===== config.mk =====
export PLATFORM = sky130hd
export DESIGN_NAME = mlp_stream_sequencer_flat
export DESIGN_NICKNAME = d
export VERILOG_FILES = /design/src/rtl/mlp_pkg.sv /design/src/rtl/mlp_stream_sequencer_if.sv /design/src/rtl/mlp_bus_writer.sv /design/src/rtl/mlp_stream_sequencer.sv /design/src/flat_wrapper.sv
export SDC_FILE = /design/constraint.sdc
export NUM_CORES = 1
export LEC_CHECK = 0
export CAP_MARGIN = 30
export CORE_ASPECT_RATIO = 1.75
export CORE_MARGIN = 2
export CORE_UTILIZATION = 55
export CTS_CLUSTER_DIAMETER = 100
export CTS_CLUSTER_SIZE = 24
export DETAILED_ROUTE_END_ITERATION = 10
export DONT_BUFFER_PORTS = 1
export PLACE_DENSITY = 0.77
export SYNTH_ARGS = -nofsm -noshare
export SYNTH_HDL_FRONTEND = slang
export SYNTH_HIERARCHICAL = 1
export SYNTH_SLANG_ARGS = --single-unit

===== constraint.sdc =====
create_clock -name clk -period 6.6 [get_ports clk]
set_clock_uncertainty 0.15 [all_clocks]
set_input_delay 1.32 -clock clk [delete_from_list [all_inputs] [get_ports clk]]
set_output_delay 1.32 -clock clk [all_outputs]
set_load 0.1 [all_outputs]

===== src/rtl/mlp_pkg.sv =====
// Shared constants, register map and state type for the mlp host sequencer.
package mlp_pkg;

    localparam int unsigned N_INPUTS  = 2;
    localparam int unsigned N_HIDDEN  = 4;
    localparam int unsigned N_OUTPUT  = 1;
    localparam int unsigned IN_WIDTH  = 16;
    localparam int unsigned WGT_WIDTH = 16;
    localparam int unsigned OUT_WIDTH = 16;

    // Words per layer: each neuron takes a bias followed by one weight per input.
    localparam int unsigned NH_W = N_HIDDEN * (N_INPUTS + 1);
    localparam int unsigned NO_W = N_OUTPUT * (N_HIDDEN + 1);

    localparam int unsigned CNT_W = 8;

    localparam logic [1:0] ADDR_CTRL   = 2'd0;
    localparam logic [1:0] ADDR_INPUT  = 2'd1;
    localparam logic [1:0] ADDR_WEIGHT = 2'd2;
    localparam logic [1:0] ADDR_OUTPUT = 2'd3;

    localparam int unsigned CTRL_RUN   = 0;
    localparam int unsigned CTRL_DONE  = 1;
    localparam int unsigned CTRL_LAYER = 3;

    typedef enum logic [3:0] {
        S_IDLE,
        S_WLOAD,
        S_WLAYER,
        S_XLOAD,
        S_RUN,
        S_WAIT,
        S_RSEL,
        S_RCAP,
        S_EMIT,
        S_CLEAR
    } state_t;

    // CTRL register value; DONE is read-only in the core so it is never set here.
    function automatic logic [31:0] ctrl_word(input logic run, input logic layer);
        logic [31:0] w;
        w = '0;
        w[CTRL_RUN]   = run;
        w[CTRL_LAYER] = layer;
        return w;
    endfunction

endpackage


===== src/rtl/mlp_stream_sequencer_if.sv =====
// Stream and core-register-port signals of the mlp sequencer.
interface mlp_stream_sequencer_if;
    import mlp_pkg::*;

    logic                 wgt_valid;
    logic                 wgt_ready;
    logic [WGT_WIDTH-1:0] wgt_data;
    logic                 x_valid;
    logic                 x_ready;
    logic [IN_WIDTH-1:0]  x_data;
    logic                 y_valid;
    logic                 y_ready;
    logic [OUT_WIDTH-1:0] y_data;
    logic                 y_last;
    logic                 wgt_loaded;
    logic                 mlp_we;
    logic [1:0]           mlp_addr;
    logic [31:0]          mlp_wdata;
    logic [31:0]          mlp_rdata;
    logic                 mlp_irq;

    // Sequencer side.
    modport master (
        input  wgt_valid, wgt_data, x_valid, x_data, y_ready, mlp_rdata, mlp_irq,
        output wgt_ready, x_ready, y_valid, y_data, y_last, wgt_loaded,
        mlp_we, mlp_addr, mlp_wdata
    );

    // Stream producer/consumer and core side.
    modport slave (
        output wgt_valid, wgt_data, x_valid, x_data, y_ready, mlp_rdata, mlp_irq,
        input  wgt_ready, x_ready, y_valid, y_data, y_last, wgt_loaded,
        mlp_we, mlp_addr, mlp_wdata
    );

endinterface


===== src/rtl/mlp_bus_writer.sv =====
// Single-cycle core write strobe; busy while the strobe is on the bus.
module mlp_bus_writer (
    input  logic        clk,
    input  logic        rst,
    input  logic        start,
    input  logic [1:0]  addr_in,
    input  logic [31:0] wdata_in,
    output logic        we,
    output logic [1:0]  addr,
    output logic [31:0] wdata,
    output logic        busy
);

    logic        we_q, we_d;
    logic [1:0]  addr_q, addr_d;
    logic [31:0] wdata_q, wdata_d;

    // A start while the strobe is up is ignored so we never stays high two cycles.
    always_comb begin
        we_d    = start && !we_q;
        addr_d  = addr_q;
        wdata_d = wdata_q;
        if (we_d) begin
            addr_d  = addr_in;
            wdata_d = wdata_in;
        end
    end

    // Strobe and bus registers.
    always_ff @(posedge clk) begin
        if (rst) begin
            we_q    <= 1'b0;
            addr_q  <= '0;
            wdata_q <= '0;
        end else begin
            we_q    <= we_d;
            addr_q  <= addr_d;
            wdata_q <= wdata_d;
        end
    end

    assign we    = we_q;
    assign addr  = addr_q;
    assign wdata = wdata_q;
    assign busy  = we_q;

endmodule


===== src/rtl/mlp_stream_sequencer.sv =====
// Host sequencer: streams weights and inputs into the mlp core, starts it,
// waits for DONE and returns the results on a valid/ready stream.
module mlp_stream_sequencer
    import mlp_pkg::*;
(
    input  logic                   clk,
    input  logic                   rst,
    mlp_stream_sequencer_if.master bus
);

    localparam logic [CNT_W-1:0] WCNT_LAYER = CNT_W'(NH_W);
    localparam logic [CNT_W-1:0] WCNT_DONE  = CNT_W'(NH_W + NO_W);
    localparam logic [CNT_W-1:0] XCNT_LAST  = CNT_W'(N_INPUTS - 1);
    localparam logic [CNT_W-1:0] K_LAST     = CNT_W'(N_OUTPUT - 1);

    state_t               state_q, state_d;
    logic [CNT_W-1:0]     wcnt_q, wcnt_d;
    logic [CNT_W-1:0]     xcnt_q, xcnt_d;
    logic [CNT_W-1:0]     k_q, k_d;
    logic [OUT_WIDTH-1:0] y_data_q, y_data_d;
    logic                 y_valid_q, y_valid_d;
    logic                 y_last_q, y_last_d;
    logic                 wgt_loaded_q, wgt_loaded_d;

    logic                 wr_start;
    logic [1:0]           wr_addr;
    logic [31:0]          wr_data;
    logic                 wr_busy;
    logic                 wgt_ready_c;
    logic                 x_ready_c;
    logic                 unused_rdata_hi;

    assign unused_rdata_hi = ^bus.mlp_rdata[31:OUT_WIDTH];

    mlp_bus_writer u_writer (
        .clk      (clk),
        .rst      (rst),
        .start    (wr_start),
        .addr_in  (wr_addr),
        .wdata_in (wr_data),
        .we       (bus.mlp_we),
        .addr     (bus.mlp_addr),
        .wdata    (bus.mlp_wdata),
        .busy     (wr_busy)
    );

    // Next-state, counters, stream handshakes and write requests.
    always_comb begin
        state_d      = state_q;
        wcnt_d       = wcnt_q;
        xcnt_d       = xcnt_q;
        k_d          = k_q;
        y_data_d     = y_data_q;
        y_valid_d    = y_valid_q;
        y_last_d     = y_last_q;
        wgt_loaded_d = wgt_loaded_q;
        wr_start     = 1'b0;
        wr_addr      = ADDR_CTRL;
        wr_data      = '0;
        wgt_ready_c  = 1'b0;
        x_ready_c    = 1'b0;

        case (state_q)
            S_IDLE: begin
                state_d = wgt_loaded_q ? S_XLOAD : S_WLOAD;
            end
            S_WLOAD: begin
                wgt_ready_c = !wr_busy;
                if (bus.wgt_valid && !wr_busy) begin
                    wr_start = 1'b1;
                    wr_addr  = ADDR_WEIGHT;
                    wr_data  = {{(32-WGT_WIDTH){bus.wgt_data[WGT_WIDTH-1]}}, bus.wgt_data};
                    wcnt_d   = wcnt_q + 1'b1;
                    if (wcnt_d == WCNT_LAYER) begin
                        state_d = S_WLAYER;
                    end else if (wcnt_d == WCNT_DONE) begin
                        wgt_loaded_d = 1'b1;
                        state_d      = S_IDLE;
                    end
                end
            end
            S_WLAYER: begin
                if (!wr_busy) begin
                    wr_start = 1'b1;
                    wr_addr  = ADDR_CTRL;
                    wr_data  = ctrl_word(1'b0, 1'b1);
                    state_d  = S_WLOAD;
                end
            end
            S_XLOAD: begin
                x_ready_c = !wr_busy;
                if (bus.x_valid && !wr_busy) begin
                    wr_start = 1'b1;
                    wr_addr  = ADDR_INPUT;
                    wr_data  = {{(32-IN_WIDTH){bus.x_data[IN_WIDTH-1]}}, bus.x_data};
                    if (xcnt_q == XCNT_LAST) begin
                        xcnt_d  = '0;
                        state_d = S_RUN;
                    end else begin
                        xcnt_d = xcnt_q + 1'b1;
                    end
                end
            end
            S_RUN: begin
                if (!wr_busy) begin
                    wr_start = 1'b1;
                    wr_addr  = ADDR_CTRL;
                    wr_data  = ctrl_word(1'b1, 1'b0);
                    state_d  = S_WAIT;
                end
            end
            S_WAIT: begin
                if (bus.mlp_irq) begin
                    k_d     = '0;
                    state_d = S_RSEL;
                end
            end
            S_RSEL: begin
                if (!wr_busy) begin
                    wr_start = 1'b1;
                    wr_addr  = ADDR_OUTPUT;
                    wr_data  = {{(32-CNT_W){1'b0}}, k_q};
                    state_d  = S_RCAP;
                end
            end
            S_RCAP: begin
                // Readdata reflects the new index only once the select write has landed.
                if (!wr_busy) begin
                    y_data_d  = bus.mlp_rdata[OUT_WIDTH-1:0];
                    y_valid_d = 1'b1;
                    y_last_d  = (k_q == K_LAST);
                    state_d   = S_EMIT;
                end
            end
            S_EMIT: begin
                if (bus.y_ready) begin
                    y_valid_d = 1'b0;
                    y_last_d  = 1'b0;
                    if (k_q == K_LAST) begin
                        state_d = S_CLEAR;
                    end else begin
                        k_d     = k_q + 1'b1;
                        state_d = S_RSEL;
                    end
                end
            end
            S_CLEAR: begin
                if (!wr_busy) begin
                    wr_start = 1'b1;
                    wr_addr  = ADDR_CTRL;
                    wr_data  = ctrl_word(1'b0, 1'b0);
                    state_d  = S_IDLE;
                end
            end
            default: state_d = S_IDLE;
        endcase
    end

    // State and datapath registers.
    always_ff @(posedge clk) begin
        if (rst) begin
            state_q      <= S_IDLE;
            wcnt_q       <= '0;
            xcnt_q       <= '0;
            k_q          <= '0;
            y_data_q     <= '0;
            y_valid_q    <= 1'b0;
            y_last_q     <= 1'b0;
            wgt_loaded_q <= 1'b0;
        end else begin
            state_q      <= state_d;
            wcnt_q       <= wcnt_d;
            xcnt_q       <= xcnt_d;
            k_q          <= k_d;
            y_data_q     <= y_data_d;
            y_valid_q    <= y_valid_d;
            y_last_q     <= y_last_d;
            wgt_loaded_q <= wgt_loaded_d;
        end
    end

    assign bus.wgt_ready  = wgt_ready_c;
    assign bus.x_ready    = x_ready_c;
    assign bus.y_valid    = y_valid_q;
    assign bus.y_data     = y_data_q;
    assign bus.y_last     = y_last_q;
    assign bus.wgt_loaded = wgt_loaded_q;

endmodule


===== src/flat_wrapper.sv =====
// flat-port wrapper written by rule: the top's interface ports become plain ports
module mlp_stream_sequencer_flat import mlp_pkg::*;
  (clk, rst, bus_wgt_valid, bus_wgt_data, bus_x_valid, bus_x_data, bus_y_ready, bus_mlp_rdata, bus_mlp_irq, bus_wgt_ready, bus_x_ready, bus_y_valid, bus_y_data, bus_y_last, bus_wgt_loaded, bus_mlp_we, bus_mlp_addr, bus_mlp_wdata);
  mlp_stream_sequencer_if bus_i ();
  input  logic clk;
  input  logic rst;
  input wire logic [$bits(bus_i.wgt_valid)-1:0] bus_wgt_valid;
  input wire logic [$bits(bus_i.wgt_data)-1:0] bus_wgt_data;
  input wire logic [$bits(bus_i.x_valid)-1:0] bus_x_valid;
  input wire logic [$bits(bus_i.x_data)-1:0] bus_x_data;
  input wire logic [$bits(bus_i.y_ready)-1:0] bus_y_ready;
  input wire logic [$bits(bus_i.mlp_rdata)-1:0] bus_mlp_rdata;
  input wire logic [$bits(bus_i.mlp_irq)-1:0] bus_mlp_irq;
  output wire logic [$bits(bus_i.wgt_ready)-1:0] bus_wgt_ready;
  output wire logic [$bits(bus_i.x_ready)-1:0] bus_x_ready;
  output wire logic [$bits(bus_i.y_valid)-1:0] bus_y_valid;
  output wire logic [$bits(bus_i.y_data)-1:0] bus_y_data;
  output wire logic [$bits(bus_i.y_last)-1:0] bus_y_last;
  output wire logic [$bits(bus_i.wgt_loaded)-1:0] bus_wgt_loaded;
  output wire logic [$bits(bus_i.mlp_we)-1:0] bus_mlp_we;
  output wire logic [$bits(bus_i.mlp_addr)-1:0] bus_mlp_addr;
  output wire logic [$bits(bus_i.mlp_wdata)-1:0] bus_mlp_wdata;
  assign bus_i.wgt_valid = bus_wgt_valid;
  assign bus_i.wgt_data = bus_wgt_data;
  assign bus_i.x_valid = bus_x_valid;
  assign bus_i.x_data = bus_x_data;
  assign bus_i.y_ready = bus_y_ready;
  assign bus_i.mlp_rdata = bus_mlp_rdata;
  assign bus_i.mlp_irq = bus_mlp_irq;
  assign bus_wgt_ready = bus_i.wgt_ready;
  assign bus_x_ready = bus_i.x_ready;
  assign bus_y_valid = bus_i.y_valid;
  assign bus_y_data = bus_i.y_data;
  assign bus_y_last = bus_i.y_last;
  assign bus_wgt_loaded = bus_i.wgt_loaded;
  assign bus_mlp_we = bus_i.mlp_we;
  assign bus_mlp_addr = bus_i.mlp_addr;
  assign bus_mlp_wdata = bus_i.mlp_wdata;
  mlp_stream_sequencer u_core (.clk(clk), .rst(rst), .bus(bus_i));
endmodule

-- After elaboration in Yosys (flattened, before gate mapping)
Index checks and enable logic that the tools add are counted.
- register bits: 82
- output and inout bits: 56
- logic and storage cells: 97
- add/sub/neg operators: 3
- equal/unequal tests: 24
- muxes and demuxes: 41
- bitwise gates (word level): 2
- reductions and logical operators: 16
- operator list (kind ; count):
    case mux 32 bit (5 select lines) ; 1
    two-way mux 32 bit ; 2
    two-way mux 4 bit ; 14
    two-way mux 8 bit ; 5
    case mux 4 bit (10 select lines) ; 1
    adder 8 x 1 -> 8 bit (second input constant) ; 3
    equality test 4 x 3 -> 1 bit (second input constant) ; 4
    != test 2 bit (second input constant) ; 8
    case mux 8 bit (2 select lines) ; 1
    AND reduction 11 bit ; 1
    two-way mux 1 bit ; 10
    equality test 4 x 2 -> 1 bit (second input constant) ; 2
    equality test 4 bit (second input constant) ; 2
    equality test 8 x 1 -> 1 bit (second input constant) ; 1
    equality test 8 x 4 -> 1 bit (second input constant) ; 1
    equality test 8 x 5 -> 1 bit (second input constant) ; 1
    logical NOT 8 bit ; 1
    AND reduction 4 bit ; 2
    two-way mux 2 bit ; 3
    != test 2 x 1 -> 1 bit (second input constant) ; 3
    case mux 2 bit (3 select lines) ; 1
    AND reduction 2 bit ; 3
    equality test 4 x 1 -> 1 bit (second input constant) ; 1
    logical NOT 4 bit ; 1
    9 further kinds ; 14

-- Longest topological paths before layout
- word-level depth: 6
- mapped depth: 9
- mapped depth without buffers: 8

-- Modules after synthesis
The synthesis kept the hierarchy.
- by module, submodules not included (module ; instances ; cells each ; area each (um^2) ; sequential area each (um^2)):
    mlp_stream_sequencer ; 1 ; 312 ; 2585.0 ; 940.9
    mlp_bus_writer ; 1 ; 156 ; 1798.0 ; 700.7

-- Least setup slack after synthesis
OpenSTA, ideal clock, no wires.
- path kind: register to output
- start: register u_core.state_q[0]
- end: output port bus_wgt_ready
- arrival time: 2211 ps
- required time: 5130 ps
- slack: 2919 ps
- stages on the path, launching flop included: 4
- buffers on the path: 1
- path through: dfxtp_1 -> buf_2 -> or4b_4 -> nor2_1
- cells in the longest elaborated chain, start to end: 2
- ends and longest elaborated chain (what ; line ; source):
    start, declared ; mlp_stream_sequencer.sv:16 ; state_t state_q, state_d;
    start signal, assigned ; mlp_stream_sequencer.sv:171 ; state_q <= state_d;
    equality test 4 x 1 -> 1 bit ; mlp_stream_sequencer.sv:63 ; case (state_q)
    two-way mux 1 bit ; mlp_stream_sequencer.sv:63 ;
    end, declared ; flat_wrapper.sv:14 ; output wire logic [$bits(bus_i.wgt_ready)-1:0] bus_wgt_ready;
Every way passes these cells.

-- Worst setup path in the final report
Ends and elaborated chain as after synthesis.

==> summary.md <==
| Metric | Value |
|---|---|
| Async SR Flop Fraction | `0` |
| Net Count, Synth | `around 540` |
| Max-cap violations | `0` |
| Kind of critical path | `flip-flop to primary output` |
| Area growth syn-to-layout | `8.62%` |
| Starting Density | `0.558` |
| Syn_area_per_cell | `9.37 µm²` |
| Period Utilization, post-route | `0.526` |
| CTS root buf | `clkbuf_16` |
| CTS Buf Count | `9` |
| Non-Filler Instances | `approximately 550` |
| Leakage | `between 1.5 and 2 nW` |
| Register area share after synthesis | `0.375` |
| Fin. Hold Viols | `0` |
| Syn Inst Count | `between 400 and 500` |
| Slew @ Worst Pin | `between 1 and 1.5 ns` |
| Commonest non-fill, non-tap cells in the layout | `81 x dfxtp_1, 52 x nor2_1, 35 x nand4bb_1` |
| Synth warn | `6` |
| EDFF count, synth | `0` |
| Synth Register Bits | `between 80 and 90` |
| Post-CTS Resized | `0` |
| Die Y | `~120 µm` |
| Antenna Nets Post-Route | `0` |
| Status | `finished, final reports clean` |
| Share of cells above drive strength 1 | `0.195` |
| Worst-path fanout max | `18` |
| Crit start category | `flip-flop` |
| CTS tree | `done` |
| Clock Sink Count | `82` |
| Vias after detailed routing | `roughly 3,400` |
| Area of the die | `0.00873 mm²` |
| Hold Buf Count CTS | `0` |
| Cell Area, Synth | `between 0.004 and 0.005 mm²` |
| Number of setup buffers added after CTS | `0` |
| Total Neg Setup Slack | `0 ns` |
| Via count of the first global-routing pass | `roughly 3,200` |
| Tmin final | `about 3.5 ns` |
| Synth top area cells | `dfxtp_1 37%, nand4bb_1 9.0%, o21ai_2 6.0%, nand2b_2 5.0%, nor2_1 4.6%` |
| Fmax | `around 0.29 GHz` |
| Die width | `71.5 µm` |
| Cell taking the most area after synthesis | `dfxtp_1` |
| Final setup violating endpoints | `0` |
| VDD IR-drop max | `roughly 0.24 mV` |
| Crit. End Element | `primary output` |
| Worst skew pair latency | `between 0.3 and 0.4 ns` |
| Distinct cells, synth | `57` |
| Core area | `0.00786 mm²` |
| Post-DP HPWL | `~6400 µm` |
| ANT cells | `0` |
| Ports | `126` |
| Hold WC Path Type | `flip-flop to flip-flop` |
| Slew headroom | `0.327` |
| Number of filler cells placed in the layout | `650` |
| WP data required | `slightly above 5 ns` |
| Max H-tree Level | `3` |
| DR vias/cell | `6.20` |
| Placed Cells incl. Taps | `approximately 530` |
| Pwr Density | `~360 mW/mm²` |
| Clock buffer depth | `2` |
| Initial antenna violation count | `0` |
| Top cell type's share of synthesized area | `0.375` |
| Slew Viols, Final | `0` |
| Row cnt | `43` |
| GRT Resource Usage Total | `0.220` |
| Worst-path clk slew | `approximately 0.060 ns` |
| First-pass iteration count of the detailed router | `6` |
| Worst EP arrival | `around 2 ns` |
| Port buffer count | `0` |
| Initial DRC count | `~140` |
| Commonest non-fill, non-tap cell in the layout | `dfxtp_1` |
| Largest net degree at the start of global routing | `102` |
| Total Wirelength | `roughly 9600 µm` |
| RSZ-0062 raised after global routing | `false` |
| Routability congestion estimate | `a little under 0.9` |
| Drt wl/cell | `17.5 µm` |
| Gr ovfl total | `0` |
| Synth Flop Type | `dfxtp_1` |
| DRC | `0` |
| Global-route wire length before repair | `approximately 15,000 µm` |
| Nets | `between 500 and 600` |
Yosys cell counts (3+ instances only):
cell type / instances
ha_1: 6
nor3_1: 6
nor2_1: 54
o21ai_2: 30
a21oi_1: 9
nor4_1: 4
clkbuf_1: 17
nand4_1: 6
nor3b_1: 3
and3_1: 3
mux2i_1: 18
nor4b_1: 3
a211oi_1: 3
a22o_1: 8
nand2b_1: 11
o21ai_0: 9
or3_1: 4
a222oi_1: 6
nand2_1: 22
buf_2: 11
nand2b_2: 25
buf_12: 3
inv_1: 18
nand4bb_1: 35
xor2_1: 9
o21ai_1: 4
nor2b_1: 4
dfxtp_1: 82
o21a_1: 4
xnor2_1: 9
nand3_1: 7
critical path, cell delays in order (launching register included):
cell     delay [ns]
dfxtp_1        0.65
or4b_4         0.58
nor2_2         0.23
buf_16         0.20
where the power goes:
group	switching, W	internal (W)
sequential	0.000201	0.000528
combinational	0.000284	0.000159
clock	0.000195	0.000340
total	0.000680	0.00103
worst paths after layout:
check,from,end,slack (ns),cells past startpoint
worst max-delay path,u_core/state_q[0],bus_wgt_ready,3.13,3
worst min-delay path,u_core/xcnt_q[7],u_core/xcnt_q[7],0.34,2
worst max register to register,u_core/state_q[0],u_core/u_writer/wdata[31],3.46,7
worst min register to register,u_core/xcnt_q[7],u_core/xcnt_q[7],0.34,2
registers in the layout, summed over array words and instances (netlist names):
register	count
u_core/bus.y_data	16
u_core/u_writer/busy	1
u_core/bus.y_last	1
u_core/state_q	4
u_core/u_writer/wdata	32
u_core/wcnt_q	8
u_core/u_writer/addr	2
u_core/k_q	8
u_core/bus.y_valid	1
u_core/bus.wgt_loaded	1
u_core/xcnt_q	8
area by class of cell:
type / instances / area, µm² / area share
multi-input cells: 333 / 2470 / 0.520
flip-flops and latches: 82 / 1640 / 0.345
clock buffers: 11 / 243 / 0.0510
repair buffers: 9 / 144 / 0.0302
well taps: 90 / 113 / 0.0237
clock inverters: 4 / 76.3 / 0.0160
inverters: 18 / 67.6 / 0.0142
layer usage:
metal	share of wire	routed length, µm	vias to the layer above	GRT usage
met5	0	0	-	0
met4	0.025	241	0	0.114
met3	0.067	639	20	0.0711
met2	0.52	4930	120	0.377
met1	0.39	3750	1605	0.239
li1	-	-	1647	-
through the flow:
step / util / setup WS, ns / cell area [µm²] / hold slack (ns) / total power, W
after floorplan: - / 2.92 / 4380 / 0.309 / 0.00113
after CTS: 0.606 / 3.11 / 4760 / 0.347 / 0.00172
after global placement: 0.551 / 3.01 / 4330 / 0.325 / 0.00115
after global routing: 0.606 / 3.03 / 4760 / 0.363 / 0.00179
after detailed placement: 0.565 / 3.42 / 4440 / 0.337 / 0.00118
final: 0.606 / 3.13 / 4760 / 0.338 / 0.00171
kinds of logic (layout without fill, tap and decap cells):
kind of cell             Yosys count  in the layout  share of synthesized area
AO/OA/AOI/OAI                     92             92                      0.162
adder cells (fa/ha/maj)            6              6                     0.0171
XOR/XNOR                          18             18                     0.0360
buffers and inverters             53             42                     0.0639
flip-flops                        82             82                      0.375
multiplexers                      19             19                     0.0437
AND/OR/NAND/NOR                  198            198                      0.303
No activity file was read; power rests on OpenSTA's default activity.
